==> src/rtl/keypad_pkg.sv <==
// Shared definitions for the 4x4 keypad scanner: FSM states, matrix size and key map.
package keypad_pkg;

    localparam int N_ROWS = 4;
    localparam int N_COLS = 4;

    typedef enum logic [1:0] {
        SCAN     = 2'd0,
        DEBOUNCE = 2'd1,
        HOLD     = 2'd2,
        RELEASE  = 2'd3
    } state_t;

    // Row-major key map; '*' reads as E and '#' reads as F.
    function automatic logic [3:0] key_lut(input logic [1:0] row, input logic [1:0] col);
        logic [3:0] code;
        case ({row, col})
            4'b00_00: code = 4'h1;
            4'b00_01: code = 4'h2;
            4'b00_10: code = 4'h3;
            4'b00_11: code = 4'hA;
            4'b01_00: code = 4'h4;
            4'b01_01: code = 4'h5;
            4'b01_10: code = 4'h6;
            4'b01_11: code = 4'hB;
            4'b10_00: code = 4'h7;
            4'b10_01: code = 4'h8;
            4'b10_10: code = 4'h9;
            4'b10_11: code = 4'hC;
            4'b11_00: code = 4'hE;
            4'b11_01: code = 4'h0;
            4'b11_10: code = 4'hF;
            default:  code = 4'hD;
        endcase
        return code;
    endfunction

endpackage

==> src/rtl/sync_2ff.sv <==
// Two-flop synchroniser for asynchronous inputs, with a configurable reset value.
module sync_2ff #(
    parameter int               WIDTH   = 4,
    parameter logic [WIDTH-1:0] RST_VAL = '1
) (
    input  logic             clk,
    input  logic             rst,
    input  logic [WIDTH-1:0] d,
    output logic [WIDTH-1:0] q
);

    logic [WIDTH-1:0] meta;

    // Two-stage capture; the first stage may go metastable, the second is safe to use.
    always_ff @(posedge clk or negedge rst) begin
        if (!rst) begin
            meta <= RST_VAL;
            q    <= RST_VAL;
        end else begin
            meta <= d;
            q    <= meta;
        end
    end

endmodule

==> src/rtl/keypad_scanner.sv <==
// 4x4 keypad scanner: walks the columns on each divider tick, debounces the
// detected row, and emits one key event per press (no auto-repeat).
module keypad_scanner
    import keypad_pkg::*;
#(
    parameter int DEBOUNCE_TICKS = 20
) (
    input  logic       clk,
    input  logic       rst,
    input  logic       tick_clk,
    input  logic [3:0] rows,
    output logic [3:0] cols,
    output logic [3:0] key_code,
    output logic       key_valid,
    output logic       key_held
);

    localparam int              CNT_W    = $clog2(DEBOUNCE_TICKS);
    localparam logic [CNT_W-1:0] CNT_LAST = CNT_W'(DEBOUNCE_TICKS - 1);
    localparam logic [CNT_W-1:0] CNT_ONE  = CNT_W'(1);

    logic             tick_clk_q;
    logic             tick;
    logic [3:0]       rows_s;

    state_t           state_q, state_d;
    logic [CNT_W-1:0] cnt_q, cnt_d;
    logic [1:0]       col_q, col_d;
    logic [1:0]       row_q, row_d;

    logic             any_pressed;
    logic [1:0]       first_row;
    logic             row_pressed;
    logic             accept;
    logic             release_done;

    // Remember the previous divider level so only its rising edge produces a strobe.
    always_ff @(posedge clk or negedge rst) begin
        if (!rst) tick_clk_q <= 1'b0;
        else      tick_clk_q <= tick_clk;
    end

    assign tick = tick_clk & ~tick_clk_q;

    sync_2ff #(
        .WIDTH   (N_ROWS),
        .RST_VAL (4'hF)
    ) u_rows_sync (
        .clk (clk),
        .rst (rst),
        .d   (rows),
        .q   (rows_s)
    );

    // Lowest-numbered low row wins when several rows are pulled down together.
    always_comb begin
        first_row = 2'd0;
        for (int r = N_ROWS - 1; r >= 0; r--) begin
            if (!rows_s[r]) first_row = 2'(r);
        end
    end

    assign any_pressed = ~&rows_s;
    assign row_pressed = ~rows_s[row_q];

    // FSM state, debounce counter, and the latched column/row of the key being tracked.
    always_ff @(posedge clk or negedge rst) begin
        if (!rst) begin
            state_q <= SCAN;
            cnt_q   <= '0;
            col_q   <= 2'd0;
            row_q   <= 2'd0;
        end else begin
            state_q <= state_d;
            cnt_q   <= cnt_d;
            col_q   <= col_d;
            row_q   <= row_d;
        end
    end

    // Next-state logic; nothing moves except on a tick, so a stuck divider freezes the scanner.
    always_comb begin
        state_d = state_q;
        cnt_d   = cnt_q;
        col_d   = col_q;
        row_d   = row_q;
        if (tick) begin
            case (state_q)
                SCAN: begin
                    if (any_pressed) begin
                        row_d   = first_row;
                        cnt_d   = '0;
                        state_d = DEBOUNCE;
                    end else begin
                        col_d = col_q + 2'd1;
                    end
                end
                DEBOUNCE: begin
                    if (row_pressed) begin
                        if (cnt_q == CNT_LAST) state_d = HOLD;
                        else                   cnt_d   = cnt_q + CNT_ONE;
                    end else begin
                        state_d = SCAN;
                    end
                end
                HOLD: begin
                    if (!row_pressed) begin
                        cnt_d   = '0;
                        state_d = RELEASE;
                    end
                end
                RELEASE: begin
                    if (!row_pressed) begin
                        if (cnt_q == CNT_LAST) state_d = SCAN;
                        else                   cnt_d   = cnt_q + CNT_ONE;
                    end else begin
                        state_d = HOLD;
                    end
                end
                default: state_d = SCAN;
            endcase
        end
    end

    // Output decisions: a press is accepted or a release completes on the final debounce tick.
    always_comb begin
        accept       = 1'b0;
        release_done = 1'b0;
        if (tick && (cnt_q == CNT_LAST)) begin
            accept       = (state_q == DEBOUNCE) &&  row_pressed;
            release_done = (state_q == RELEASE)  && !row_pressed;
        end
    end

    // Registered key outputs; key_valid is a single-cycle pulse aligned with the new key_code.
    always_ff @(posedge clk or negedge rst) begin
        if (!rst) begin
            key_code  <= 4'h0;
            key_valid <= 1'b0;
            key_held  <= 1'b0;
        end else begin
            key_valid <= accept;
            if (accept) begin
                key_code <= key_lut(row_q, col_q);
                key_held <= 1'b1;
            end else if (release_done) begin
                key_held <= 1'b0;
            end
        end
    end

    assign cols = ~(4'b0001 << col_q);

endmodule

==> config.mk <==
export PLATFORM = sky130hd
export DESIGN_NAME = keypad_scanner
export DESIGN_NICKNAME = d
export VERILOG_FILES = /design/src/rtl/keypad_pkg.sv /design/src/rtl/sync_2ff.sv /design/src/rtl/keypad_scanner.sv
export SDC_FILE = /design/constraint.sdc
export NUM_CORES = 1
export LEC_CHECK = 0
export ABC_AREA = 1
export BUFFER_PORTS_ARGS = -buffer_cell sky130_fd_sc_hd__buf_2
export CORE_MARGIN = 3
export CORE_UTILIZATION = 51
export DETAILED_ROUTE_END_ITERATION = 12
export PLACE_DENSITY_LB_ADDON = 0.15
export SLEW_MARGIN = 20
export SYNTH_ARGS = -nofsm -noshare
export SYNTH_HDL_FRONTEND = slang
export SYNTH_SLANG_ARGS = --single-unit
==> constraint.sdc <==
create_clock -name clk -period 1.4 [get_ports clk]
set_input_delay 0.07 -clock clk [delete_from_list [all_inputs] [get_ports clk]]
set_output_delay 0.07 -clock clk [all_outputs]
set_load 0.01 [all_outputs]
Word level (Yosys, flattened, before mapping)
Memory sizes are Yosys's and may differ from the RTL's. A register that Yosys moved wholly into a read port is not among the register bits.
Cells that the tools add are included.
Storage, ports and cells
  memories kept: 1
  bits in registers: 22
  memory bits (read-only): 64
  logic and storage cells: 63
Operators by class
  reductions and logical operators: 11
  eq/ne operators: 10
  multiplexer cells: 23
  $lt $le $gt $ge: 1
  bitwise operators: 5
  add/sub/neg operators: 2
  shift-type cells: 1
Memories
  (name not given): depth 16, width 4, rd ports 1, clocked after memory_dff 1, wr ports 0, RTL line keypad_pkg.sv:17  | case ({row, col})
Operator list (number)
  two-way mux 5 bit: 5
  two-way mux 2 bit: 10
  case mux 5 bit (4 select lines): 1
  AND reduction 5 bit: 2
  != test 2 bit, second input constant: 4
  case mux 2 bit (4 select lines): 1
  != test 3 bit, second input constant: 2
  AND reduction 6 bit: 1
  adder 5 x 1 -> 5 bit, second input constant: 1
  equality test 5 bit, second input constant: 1
  two-way mux 1 bit: 5
  equality test 2 bit, second input constant: 2
  inverter 4 bit: 1
  AND reduction 4 bit: 1
  << shifter 1 x 2 -> 4 bit, first input constant: 1
  logical AND 1 bit: 3
  less-than comparator 2 x 3 -> 1 bit, second input constant: 1
  inverter 1 bit: 3
  AND reduction 3 bit: 1
  adder 2 x 1 -> 2 bit, second input constant: 1
  binary-select mux 1 bit (select 2 bit): 1
  equality test 2 x 1 -> 1 bit, second input constant: 1
  logical NOT 2 bit: 1
  nonzero test 2 bit: 1
  other kinds (2): 2

Logic depth before layout (Yosys ltp)
  word-level depth: 6
  gate-level depth with buffers: 10

Cells and area by module
Synthesis repeated with hierarchy kept, for this count alone.
Unflattened totals
  cells, all modules: 154
  area, all modules: 1380.1 µm²
Modules (own cells, without submodules)
  keypad_scanner: cells an instance 146, times used 1, seq. area each 450.4 µm², area an instance 1169.9 µm²
  sync_2ff: cells an instance 8, times used 1, seq. area each 210.2 µm², area an instance 210.2 µm²

Worst setup path before layout
Ideal clock, no wire load.
  path kind: register to register
  start point: register cnt_q[0]
  end point: register cnt_q[3]
  arrival time: 1.244 ns
  buffers on the path: 0
  required time: 1.284 ns
  path slack: 0.040 ns
  clock period less this slack: 1.360 ns
  cell stages (with the launch flop): 9
  cell sequence: dfrtp_1 > ha_1 > nand2_1 > nor3_2 > a21oi_2 > nand3_4 > inv_2 > nand2_1 > nand2_1
On the way
  cells in the longest elaborated chain, start to end: 4
  elaborated cells between the ends (all ways): 6
RTL lines
  start: declaration: RTL line keypad_scanner.sv:27  | logic [CNT_W-1:0] cnt_q, cnt_d;
  start signal: assignment: RTL line keypad_scanner.sv:75  | cnt_q <= cnt_d;
  adder 5 x 1 -> 5 bit / equality test 5 bit (equally long branches)
  two-way mux 5 bit (*): RTL line keypad_scanner.sv:100, keypad_scanner.sv:114
  two-way mux 5 bit, on equally long branches: RTL line keypad_scanner.sv:113, keypad_scanner.sv:99
  case mux 5 bit (4 select lines) (*): RTL line keypad_scanner.sv:88  | case (state_q)
Mark *: on every way between the ends. The rest lies on a longest branch, timed or not. The select of a mux whose other input is x is not followed.
A chain may end at the register's enable or synchronous reset.

Worst setup path in the final report
  start point: register cnt_q[1]
  end point: register cnt_q[4]
Same word-level chain as after synthesis.

==> impl_results.md <==
* Dpl cells at roughly 210
* Area of the multi-input gates at 658 um2
* Pwr/cell area at roughly 1700 nW/um2
* Syn nets at around 170
* First-pass iteration count of the detailed router at 4
* H-tree depth at 1
* Synth Instances at around 150
* Clk slew on worst S/H paths at 0.14 ns
* Die ar. at about 3300 um2
* CTS tree: done
* Die height at ~58 um
* Total power after layout at between 2 and 3 mW
* Setup WS post-layout at 0.0151 ns
* Worst Path Required at 1.63 ns
* Cell area after synthesis at approximately 1400 um2
* Hold_ws at 0.262 ns
* Total core area at between 2000 and 2500 um2
* Layout cells sized above 1 at 0.401
* Netlist cell types at 24
* Register area at 661 um2
* Max-slew headroom at 0.616
* Final setup vio count at 0
* DR WL/cell at approximately 12 um
* Crit path largest cell delay at roughly 0.41 ns
* I/O Buffers at 16
* P&R area growth vs syn at 30.1%
* Gpl congestion at roughly 0.83
* CTS root buffer: clkbuf_4
* Register area share after synthesis at 0.488
* Critical Path Slowest Stage Cell: dfrtp_1
* # IOs at 17
* Critical Path Start Type: flop
* Leak at slightly below 0.9 nW
* Die width at between 50 and 60 um
* First-pass GRT wire length at ~4.4 mm
* #FFs+latches synth at 26
* Hold/Removal Path Class: in -> async
* Setup Slack @ Placement at approximately 0.022 ns
* CTS Buffer Depth at 2
* Routed WL at around 2.6 mm
* Post-DP HPWL at ~1.8 mm
* Number of CTS-inserted buffers at 3
* Final core utilization at 0.704
* Number of buffers and inverters on the critical path at 0
* Max Slew Vio Count at 0
* Max Cap Viol at 0
* Total GRT Usage at 0.167
* Antenna-violating nets left at 0
* Row cnt at 18
* RSZ-0062 raised after global routing: true
* Final nets at 212
* Pin count of the biggest net entering global routing at 27
* Non-filler cells, final at about 230
* Final worst path period need at between 1 and 1.5 ns
* DR vias at about 1100
* Critical Path AT at between 1.5 and 2 ns
* Fill cells at around 200
* CP cell instances: ha_2 -> nand2_2 -> nor3_4 -> a21oi_2 -> nand3_2 -> nand2_1 -> nand2_1
* DRC viols at 0
* Worst Max-Slew Pin Slew at 0.576 ns
* YS warnings at 0
* Cell mode on critical path: nand2_1
* Antenna cells at 0
* Clock skew at a little under 0.004 ns
* Drt via density at about 5.0
* Initial Utilization at 0.541
* Number of global-route vias before repair at 1123
* Status: finished, final reports clean
* Syn_area_per_cell at between 8 and 9 um2
* Congestion Overflow GR at 0
* Initial antenna violation count at 0
* Peak VDD IR at between 1 and 1.5 mV
* CTS sink cnt at 26
* Tcrit/Tclk final at 0.989
* Setup CP Type: reg -> reg
* Max Fanout on Critical Path at 4
* Worst setup EP type: flop
* Hold Fails Final Rpt at 0
* Clock latency on the worst-skew pair at between 0.3 and 0.4 ns
* Crit path max-delay family: simple AND/OR/NAND/NOR gates
* Iter 0 DRT Violations at 41
* Max Fclk at 722 MHz
==> synth_stat cells (all sizes together) <==
cell,n,area [um2]
dfstp,8,210
xor2,3,26.3
dfrtp,18,450
nor2,11,43.8
a21oi,6,37.5
ha,7,87.6
or2,2,12.5
nand4,3,33.8
buf,1,11.3
nand3,11,82.6
inv,19,71.3
nand2,49,201
a31o,1,8.76
o21ai,13,65.1
nor3,1,10.0
==> layout make-up <==
cell class	count	area share
clock buffers	3	0.0128
flip-flops and latches	26	0.376
clock inverters	1	0.0171
repair buffers	39	0.159
multi-input cells	109	0.374
well taps	30	0.0213
inverters	19	0.0405
==> kinds of logic after synthesis <==
logic type	Yosys count	share of synthesized area
flip-flops	26	0.488
AND/OR/NAND/NOR	77	0.284
AO/OA/AOI/OAI	20	0.0823
buffers and inverters	20	0.0611
XOR/XNOR	3	0.0194
adder cells (fa/ha/maj)	7	0.0648
==> worst reg2reg max path: stages (launching register included) <==
cell     delay, ns
dfrtp_1       0.41
ha_2          0.20
nand2_2       0.07
nor3_4        0.05
a21oi_2       0.26
nand3_2       0.16
nand2_1       0.10
nand2_1       0.05
==> through the flow <==
stage / instance area (um2) / TNS (ns)
after floorplan: 1350 / 0
after global placement: 1560 / 0
after detailed placement: 1560 / 0
after CTS: 1680 / 0
after global routing: 1760 / -0.723
final: 1760 / 0
==> metal layers <==
metal / part of all wire / routed length, um / vias up / global-route usage
li1: - / - / 579 / -
met1: 0.43 / 1130 / 535 / 0.201
met2: 0.52 / 1380 / 24 / 0.298
met3: 0.035 / 93 / 4 / 0.0294
met4: 0.0099 / 26 / 0 / 0.0530
met5: 0 / 0 / - / 0
==> state kept, by name (all words and copies together), names as in the netlist, named ones only <==
name / count
col_q: 2
row_q: 2
u_rows_sync.meta: 4
tick_clk_q: 1
state_q: 1
key_held: 1
key_code: 4
cnt_q: 5
key_valid: 1
u_rows_sync.q: 4
==> cells in the final DEF (no fill, tap or decap), types with 2 or more instances in the layout <==
master	n
a21oi_1	4
dfstp_2	8
dfrtp_1	18
inv_2	7
buf_2	16
o21ai_1	7
ha_2	2
nand4_1	2
nand2_2	9
nor2_2	2
xor2_1	3
or2_2	2
nand2_1	39
clkbuf_4	3
inv_1	12
a21oi_2	2
buf_6	3
o21ai_0	6
nand3_2	4
nor2_1	9
ha_1	5
dlygate4sd3_1	6
nand3_1	7
buf_4	14
==> report_power, final <==
group | total (mW) | leakage (nW) | internal (mW) | switching [mW]
clock | 0.509 | 0.0279 | 0.289 | 0.219
combinational | 1.47 | 0.539 | 0.616 | 0.852
sequential | 1.01 | 0.322 | 0.889 | 0.119
total | 2.98 | 0.889 | 1.79 | 1.19
==> path summary, 6_finish.rpt <==
check	cells past startpoint	slack (ns)	startpoint	to
worst max-delay path	7	0.02	cnt_q[1]	cnt_q[4]
worst min-delay path	2	0.26	rst	col_q[1]
worst max register to register	7	0.02	cnt_q[1]	cnt_q[4]
worst min register to register	0	0.37	u_rows_sync.meta[3]	u_rows_sync.q[3]
max in group asynchronous	2	0.76	rst	cnt_q[1]
min in group clk	0	0.37	u_rows_sync.meta[3]	u_rows_sync.q[3]
==> what timing repair did <==
action	in CTS	in global routing
hold endpoints to repair	23	0
resized for setup	0	15
setup buffers	1	2
pin swaps	0	9
hold buffers	6	0
cloned	0	2
setup endpoints to repair	2	14
No activity file was read; power rests on OpenSTA's default activity.
